--- src/rtl/gate_op_arbiter.sv ---
// gate_op_arbiter: round-robin arbiter in front of one shared single-bit gate unit.
// Each requester presents a 3-bit opcode and two operand bits. The arbiter grants
// one requester, evaluates its operation, then holds the result until the consumer
// accepts it.
// Optional statistics counter: define GATE_OP_ARBITER_STATS_EN to add res_count.

module mux2x1 (
    input  logic sel,
    input  logic i0,
    input  logic i1,
    output logic out
);
    assign out = sel ? i1 : i0;
endmodule

module gate_op_arbiter #(
    parameter int NREQ = 4,
    parameter int IDW  = 2
) (
    input  logic              clk,
    input  logic              rst,
    input  logic [NREQ-1:0]   req_valid,
    output logic [NREQ-1:0]   req_ready,
    input  logic [3*NREQ-1:0] req_op,
    input  logic [NREQ-1:0]   req_a,
    input  logic [NREQ-1:0]   req_b,
    output logic              res_valid,
    input  logic              res_ready,
    output logic              res_data,
    output logic [IDW-1:0]    res_id
`ifdef GATE_OP_ARBITER_STATS_EN
    ,
    output logic [7:0]        res_count
`endif
);

    typedef enum logic [1:0] {IDLE, EVAL, HOLD} state_t;

    state_t          state;
    logic [IDW-1:0]  rr_ptr;

    logic            any_req;
    logic [IDW-1:0]  win_id;
    logic [NREQ-1:0] win_oh;
    logic [2:0]      win_op;
    logic            win_a;
    logic            win_b;

    logic [2:0]      op_p0;
    logic            a_p0;
    logic            b_p0;
    logic [IDW-1:0]  id_p0;

    // Round-robin search from rr_ptr, then select the winner's opcode and operands
    always_comb begin
        int idx;
        idx     = 0;
        any_req = 1'b0;
        win_id  = '0;
        win_oh  = '0;
        win_op  = 3'd0;
        win_a   = 1'b0;
        win_b   = 1'b0;
        for (int k = 0; k < NREQ; k++) begin
            idx = int'(rr_ptr) + k;
            if (idx >= NREQ) idx = idx - NREQ;
            for (int i = 0; i < NREQ; i++) begin
                if (!any_req && (i == idx) && req_valid[i]) begin
                    any_req   = 1'b1;
                    win_id    = IDW'(i);
                    win_oh[i] = 1'b1;
                end
            end
        end
        for (int i = 0; i < NREQ; i++) begin
            if (any_req && (win_id == IDW'(i))) begin
                win_op = req_op[3*i +: 3];
                win_a  = req_a[i];
                win_b  = req_b[i];
            end
        end
    end

    // The accept strobe is only offered while idle and out of reset, so a requester
    // never sees a handshake that the FSM does not actually take
    assign req_ready = (state == IDLE && !rst) ? win_oh : '0;

    // Shared gate unit: every function and inversion is a mux2x1
    logic n_a, n_b, g_and, g_or, g_xor, g_nand, g_nor, g_xnor;
    logic m0, m1, m2, m3, m01, m23, gate_out;

    mux2x1 u_na   (.sel(a_p0),  .i0(1'b1), .i1(1'b0), .out(n_a));
    mux2x1 u_nb   (.sel(b_p0),  .i0(1'b1), .i1(1'b0), .out(n_b));
    mux2x1 u_and  (.sel(a_p0),  .i0(1'b0), .i1(b_p0), .out(g_and));
    mux2x1 u_or   (.sel(a_p0),  .i0(b_p0), .i1(1'b1), .out(g_or));
    mux2x1 u_xor  (.sel(a_p0),  .i0(b_p0), .i1(n_b),  .out(g_xor));
    mux2x1 u_nand (.sel(g_and), .i0(1'b1), .i1(1'b0), .out(g_nand));
    mux2x1 u_nor  (.sel(g_or),  .i0(1'b1), .i1(1'b0), .out(g_nor));
    mux2x1 u_xnor (.sel(g_xor), .i0(1'b1), .i1(1'b0), .out(g_xnor));

    // 8:1 opcode select tree: op[0] picks within each pair, op[2:1] picks the pair
    mux2x1 u_m0   (.sel(op_p0[0]), .i0(a_p0),   .i1(n_a),    .out(m0));
    mux2x1 u_m1   (.sel(op_p0[0]), .i0(g_and),  .i1(g_or),   .out(m1));
    mux2x1 u_m2   (.sel(op_p0[0]), .i0(g_nand), .i1(g_nor),  .out(m2));
    mux2x1 u_m3   (.sel(op_p0[0]), .i0(g_xor),  .i1(g_xnor), .out(m3));
    mux2x1 u_m01  (.sel(op_p0[1]), .i0(m0),     .i1(m1),     .out(m01));
    mux2x1 u_m23  (.sel(op_p0[1]), .i0(m2),     .i1(m3),     .out(m23));
    mux2x1 u_mout (.sel(op_p0[2]), .i0(m01),    .i1(m23),    .out(gate_out));

    // Operand capture at grant; later input changes cannot disturb the operation
    always_ff @(posedge clk) begin
        if (state == IDLE && any_req) begin
            op_p0 <= win_op;
            a_p0  <= win_a;
            b_p0  <= win_b;
            id_p0 <= win_id;
        end
    end

    // Control FSM with registered result outputs
    always_ff @(posedge clk) begin
        if (rst) begin
            state     <= IDLE;
            rr_ptr    <= '0;
            res_valid <= 1'b0;
            res_data  <= 1'b0;
            res_id    <= '0;
        end else begin
            case (state)
                IDLE: begin
                    if (any_req) begin
                        state  <= EVAL;
                        rr_ptr <= (win_id == IDW'(NREQ-1)) ? '0 : win_id + IDW'(1);
                    end
                end
                EVAL: begin
                    res_valid <= 1'b1;
                    res_data  <= gate_out;
                    res_id    <= id_p0;
                    state     <= HOLD;
                end
                HOLD: begin
                    if (res_ready) begin
                        res_valid <= 1'b0;
                        state     <= IDLE;
                    end
                end
                default: state <= IDLE;
            endcase
        end
    end

`ifdef GATE_OP_ARBITER_STATS_EN
    // Completed-handshake counter, saturating at 255
    always_ff @(posedge clk) begin
        if (rst) begin
            res_count <= 8'd0;
        end else if (res_valid && res_ready && (res_count != 8'hFF)) begin
            res_count <= res_count + 8'd1;
        end
    end
`endif

endmodule

--- config.mk ---
export PLATFORM = sky130hd
export DESIGN_NAME = gate_op_arbiter
export DESIGN_NICKNAME = d
export VERILOG_FILES = /design/src/rtl/gate_op_arbiter.sv
export SDC_FILE = /design/constraint.sdc
export NUM_CORES = 1
export LEC_CHECK = 0
export ABC_AREA = 0
export BUFFER_PORTS_ARGS = -buffer_cell sky130_fd_sc_hd__buf_2
export CORE_MARGIN = 5
export CORE_UTILIZATION = 32
export CTS_CLUSTER_DIAMETER = 200
export DETAILED_ROUTE_END_ITERATION = 16
export GPL_TIMING_DRIVEN = 1
export PLACE_DENSITY = 0.58
export SYNTH_ARGS = -nofsm -noshare
export SYNTH_HDL_FRONTEND = slang
export SYNTH_SLANG_ARGS = --single-unit
export TNS_END_PERCENT = 5
--- constraint.sdc ---
create_clock -name clk -period 2.37 [get_ports clk]
set_clock_uncertainty 0.2 [all_clocks]
set_input_delay 0.1185 -clock clk [delete_from_list [all_inputs] [get_ports clk]]
set_output_delay 0.1185 -clock clk [all_outputs]
set_load 0.03 [all_outputs]
==> results.ini <==
[layout]
layout.cells.non_filler=219
syn_to_final_growth_pct=32.5
fin_area_mm2=0.00156
multi_input_area_um2=742
drive_above_1_share=0.480
num_antenna_cells=0
regArea_um2=375
nets=203
fill_cells=365

[critical_path]
ff2ff_path_depth=11
end_kind=flop
cp-startpoint=rr_ptr[0]
worstPathCellList=and2b_4, a21oi_2, o22ai_2, a21oi_2, inv_1, ha_1, o41a_1, nand2_2, nor2_4, a211oi_2, o31ai_2
max_stage_delay_ns=0.34
r2r_setup_slack_ns=0.05
start_kind=flop
critPathMaxFanout=5
worstSetupPathType=flop to flop
crit_path_frequent_cell=a21oi_2
r2r_end=op_p0[2]
critPathArrivalTime_ns=2.10
critPathSlowestCell=dfxtp_2
worstReg2RegStart=rr_ptr[0]
worstPathRequired_ns=2.15

[detailed_routing]
wire_per_inst_um=12.2
drtIter0Drc=43
via_per_inst=4.85
ant_nets=0
drc=0
wl_um=2670
vias=1062
drt-pass1-iter-count=4

[floorplan]
dieArea_mm2=0.00500
start_util=0.327
core.rowCount=22
die_w_um=70.7
boundaryPins=35
fp.coreArea_mm2=0.00361
die_h_um=70.7

[logic_synthesis]
synthCells=125
synth_area_mm2=0.00118
ys_ff_latch=15
avgSynthCellArea_um2=9.43
synth_top_family_by_area=compound AO/OA/AOI/OAI gates
synthFlopType=dfxtp_1
synth_compound_area_frac=0.265
yosysWarnings=0
synth_fa_ha_area_frac=0.0425
synth_cell_types=38
synth-edff-count=7
synthMuxAreaShare=0.0796
synthTopCellsByArea=edfxtp_1, dfxtp_1, nor2_1
synthArstFlopShare=0
synth_commonest_cells=nor2_1, nand2_1, inv_1
ys_seq_area_frac=0.314
synth_top_area_frac=0.178
synth_xor_area_frac=0
yosysMostFrequentCell=nor2_1
synthSimpleGateAreaFrac=0.218
synth_top_area_cell=edfxtp_1
syn_nets=156

[pwr]
powerDensity_mw_per_mm2=691
leakagePower_nw=0.674
p_int_mw=0.698
combPwrFrac=0.463
p_switching_mw=0.381
switching_share=0.353
max-vdd-ir-drop_uv=236
pwr-share-seq=0.351
p_clk_frac=0.186

[global_routing]
grt.overflow.total=0
grt_pass1_vias=1047
antenna_found_initial=0
grtUsageTotal=0.110
grt_pass1_wl_um=4490
grt_max_degree=12

[timing]
finalSetupViolCount=0
clock.fmax_mhz=430
worst_slew_pin_slew_ns=0.476
setup_tns_ns=0
slew_viol_final=0
slew-limit-headroom=0.681
hold_viol=0
fin_crit_sh=0.980
finalCriticalPeriod_ns=2.32

[job]
drv_cap=0

[outcome]
outcome=finished, final reports clean

[hold_path]
worstHoldPathCells=4
holdPathEnd=state[1]
hp-class=input port to flop
worstHoldStart=res_ready

[clock_tree]
cts_sinks=15
insertion_delay_ns=0.24
clockBufferDepth=2
cts_root_buf=clkbuf_8
cts-htree-levels=1
cts_tree=done
clk_pin_slew_ns=0.06
cts_made_buffers=3

[place]
port_buffers=34
place_area_mm2=0.00140
hpwl_um=2180
dp_cells=206
gp_congestion=0.874

-- worst max-delay path, delay by kind of cell (launching register included) --
family	cells	cell delay, ns
compound gates	6	0.88
fa+ha+maj	1	0.19
buf+inv	1	0.07
simple gates	3	0.36
flops	1	0.34
-- how the worst max path moves through the flow --
stage                     cells after the start       end  slack, ns
after floorplan                              12      a_p0       0.04
after global placement                       11  op_p0[2]     -0.006
after detailed placement                      7  op_p0[1]       -0.1
after CTS                                    11  op_p0[2]      -0.01
after global routing                         11  op_p0[0]      -0.01
final                                        11  op_p0[2]       0.05
-- kinds of logic (layout without fill, tap and decap cells) --
kind of cell / count (synthesis) / count (layout)
flip-flops: 15 / 15
AND/OR/NAND/NOR: 48 / 48
buffers and inverters: 17 / 63
AO/OA/AOI/OAI: 33 / 33
adder cells (fa/ha/maj): 4 / 4
multiplexers: 8 / 8
-- metrics by stage --
step | util | power, mW | worst slack (ns) | hold slack, ns
floorplan | - | 0.744 | 0.0411 | 0.0567
global placement | 0.388 | 0.831 | -0.00551 | 0.203
detailed placement | 0.388 | 0.849 | -0.0993 | 0.205
CTS | 0.419 | 1.06 | -0.0141 | 0.0186
global route | 0.433 | 1.16 | -0.0118 | 0.0587
finish | 0.433 | 1.08 | 0.0465 | 0.0209
-- per-layer routing --
| layer | track usage | vias to the layer above | part of all wire | routed length (um) |
|---|---|---|---|---|
| met1 | 0.122 | 497 | 0.39 | 1050 |
| met2 | 0.198 | 20 | 0.54 | 1450 |
| li1 | - | 538 | - | - |
| met4 | 0.0710 | 0 | 0.034 | 91 |
| met5 | 0 | - | 0 | 0 |
| met3 | 0.0114 | 7 | 0.028 | 75 |
-- placed cells by master (no fill, tap or decap), types with 2 or more instances in the layout --
| cell type | instances |
|---|---|
| mux2i_1 | 6 |
| o21ai_0 | 4 |
| inv_1 | 9 |
| o21ai_1 | 2 |
| edfxtp_1 | 7 |
| nand2_1 | 7 |
| a21oi_2 | 2 |
| nor2_4 | 5 |
| buf_4 | 10 |
| a21oi_1 | 5 |
| nor2_1 | 19 |
| ha_1 | 4 |
| nand2_2 | 4 |
| o31ai_2 | 5 |
| clkbuf_8 | 3 |
| dfxtp_1 | 6 |
| dlygate4sd3_1 | 6 |
| nor2_2 | 2 |
| buf_2 | 34 |
| nor3_1 | 3 |
| a211oi_2 | 5 |
| a211oi_1 | 2 |
-- state kept, by name, summed over array words and instances, names as in the netlist, 2 cells and up --
| name | cells |
|---|---|
| id_p0 | 2 |
| res_id | 2 |
| state | 2 |
| op_p0 | 3 |
| rr_ptr | 2 |
-- final cells by class --
class	count	share of cell area
Multi-Input combinational cell	93	0.475
Timing Repair Buffer	50	0.196
Clock buffer	4	0.0288
Sequential cell	15	0.240
Tap cell	48	0.0385
Inverter	9	0.0216
-- timing repair --
| item | CTS | global route |
|---|---|---|
| endpoints found under the hold margin | 12 | 0 |
| hold buffers | 6 | 0 |
| setup buffers | 0 | 3 |
| endpoints found under the setup margin | 5 | 5 |
| pin swaps | 0 | 10 |
| resized for setup | 2 | 11 |
-- power by group through the flow --
stage / Clock (mW) / Combinational, mW / Sequential, mW
6_report: 0.201 / 0.500 / 0.379
5_1_grt: 0.222 / 0.548 / 0.387
4_1_cts: 0.207 / 0.480 / 0.376
3_5_place_dp: 0 / 0.467 / 0.382
3_3_place_gp: 0 / 0.452 / 0.379
2_1_floorplan: 0 / 0.355 / 0.389
Note: power is estimated with default switching activity, not from simulation.
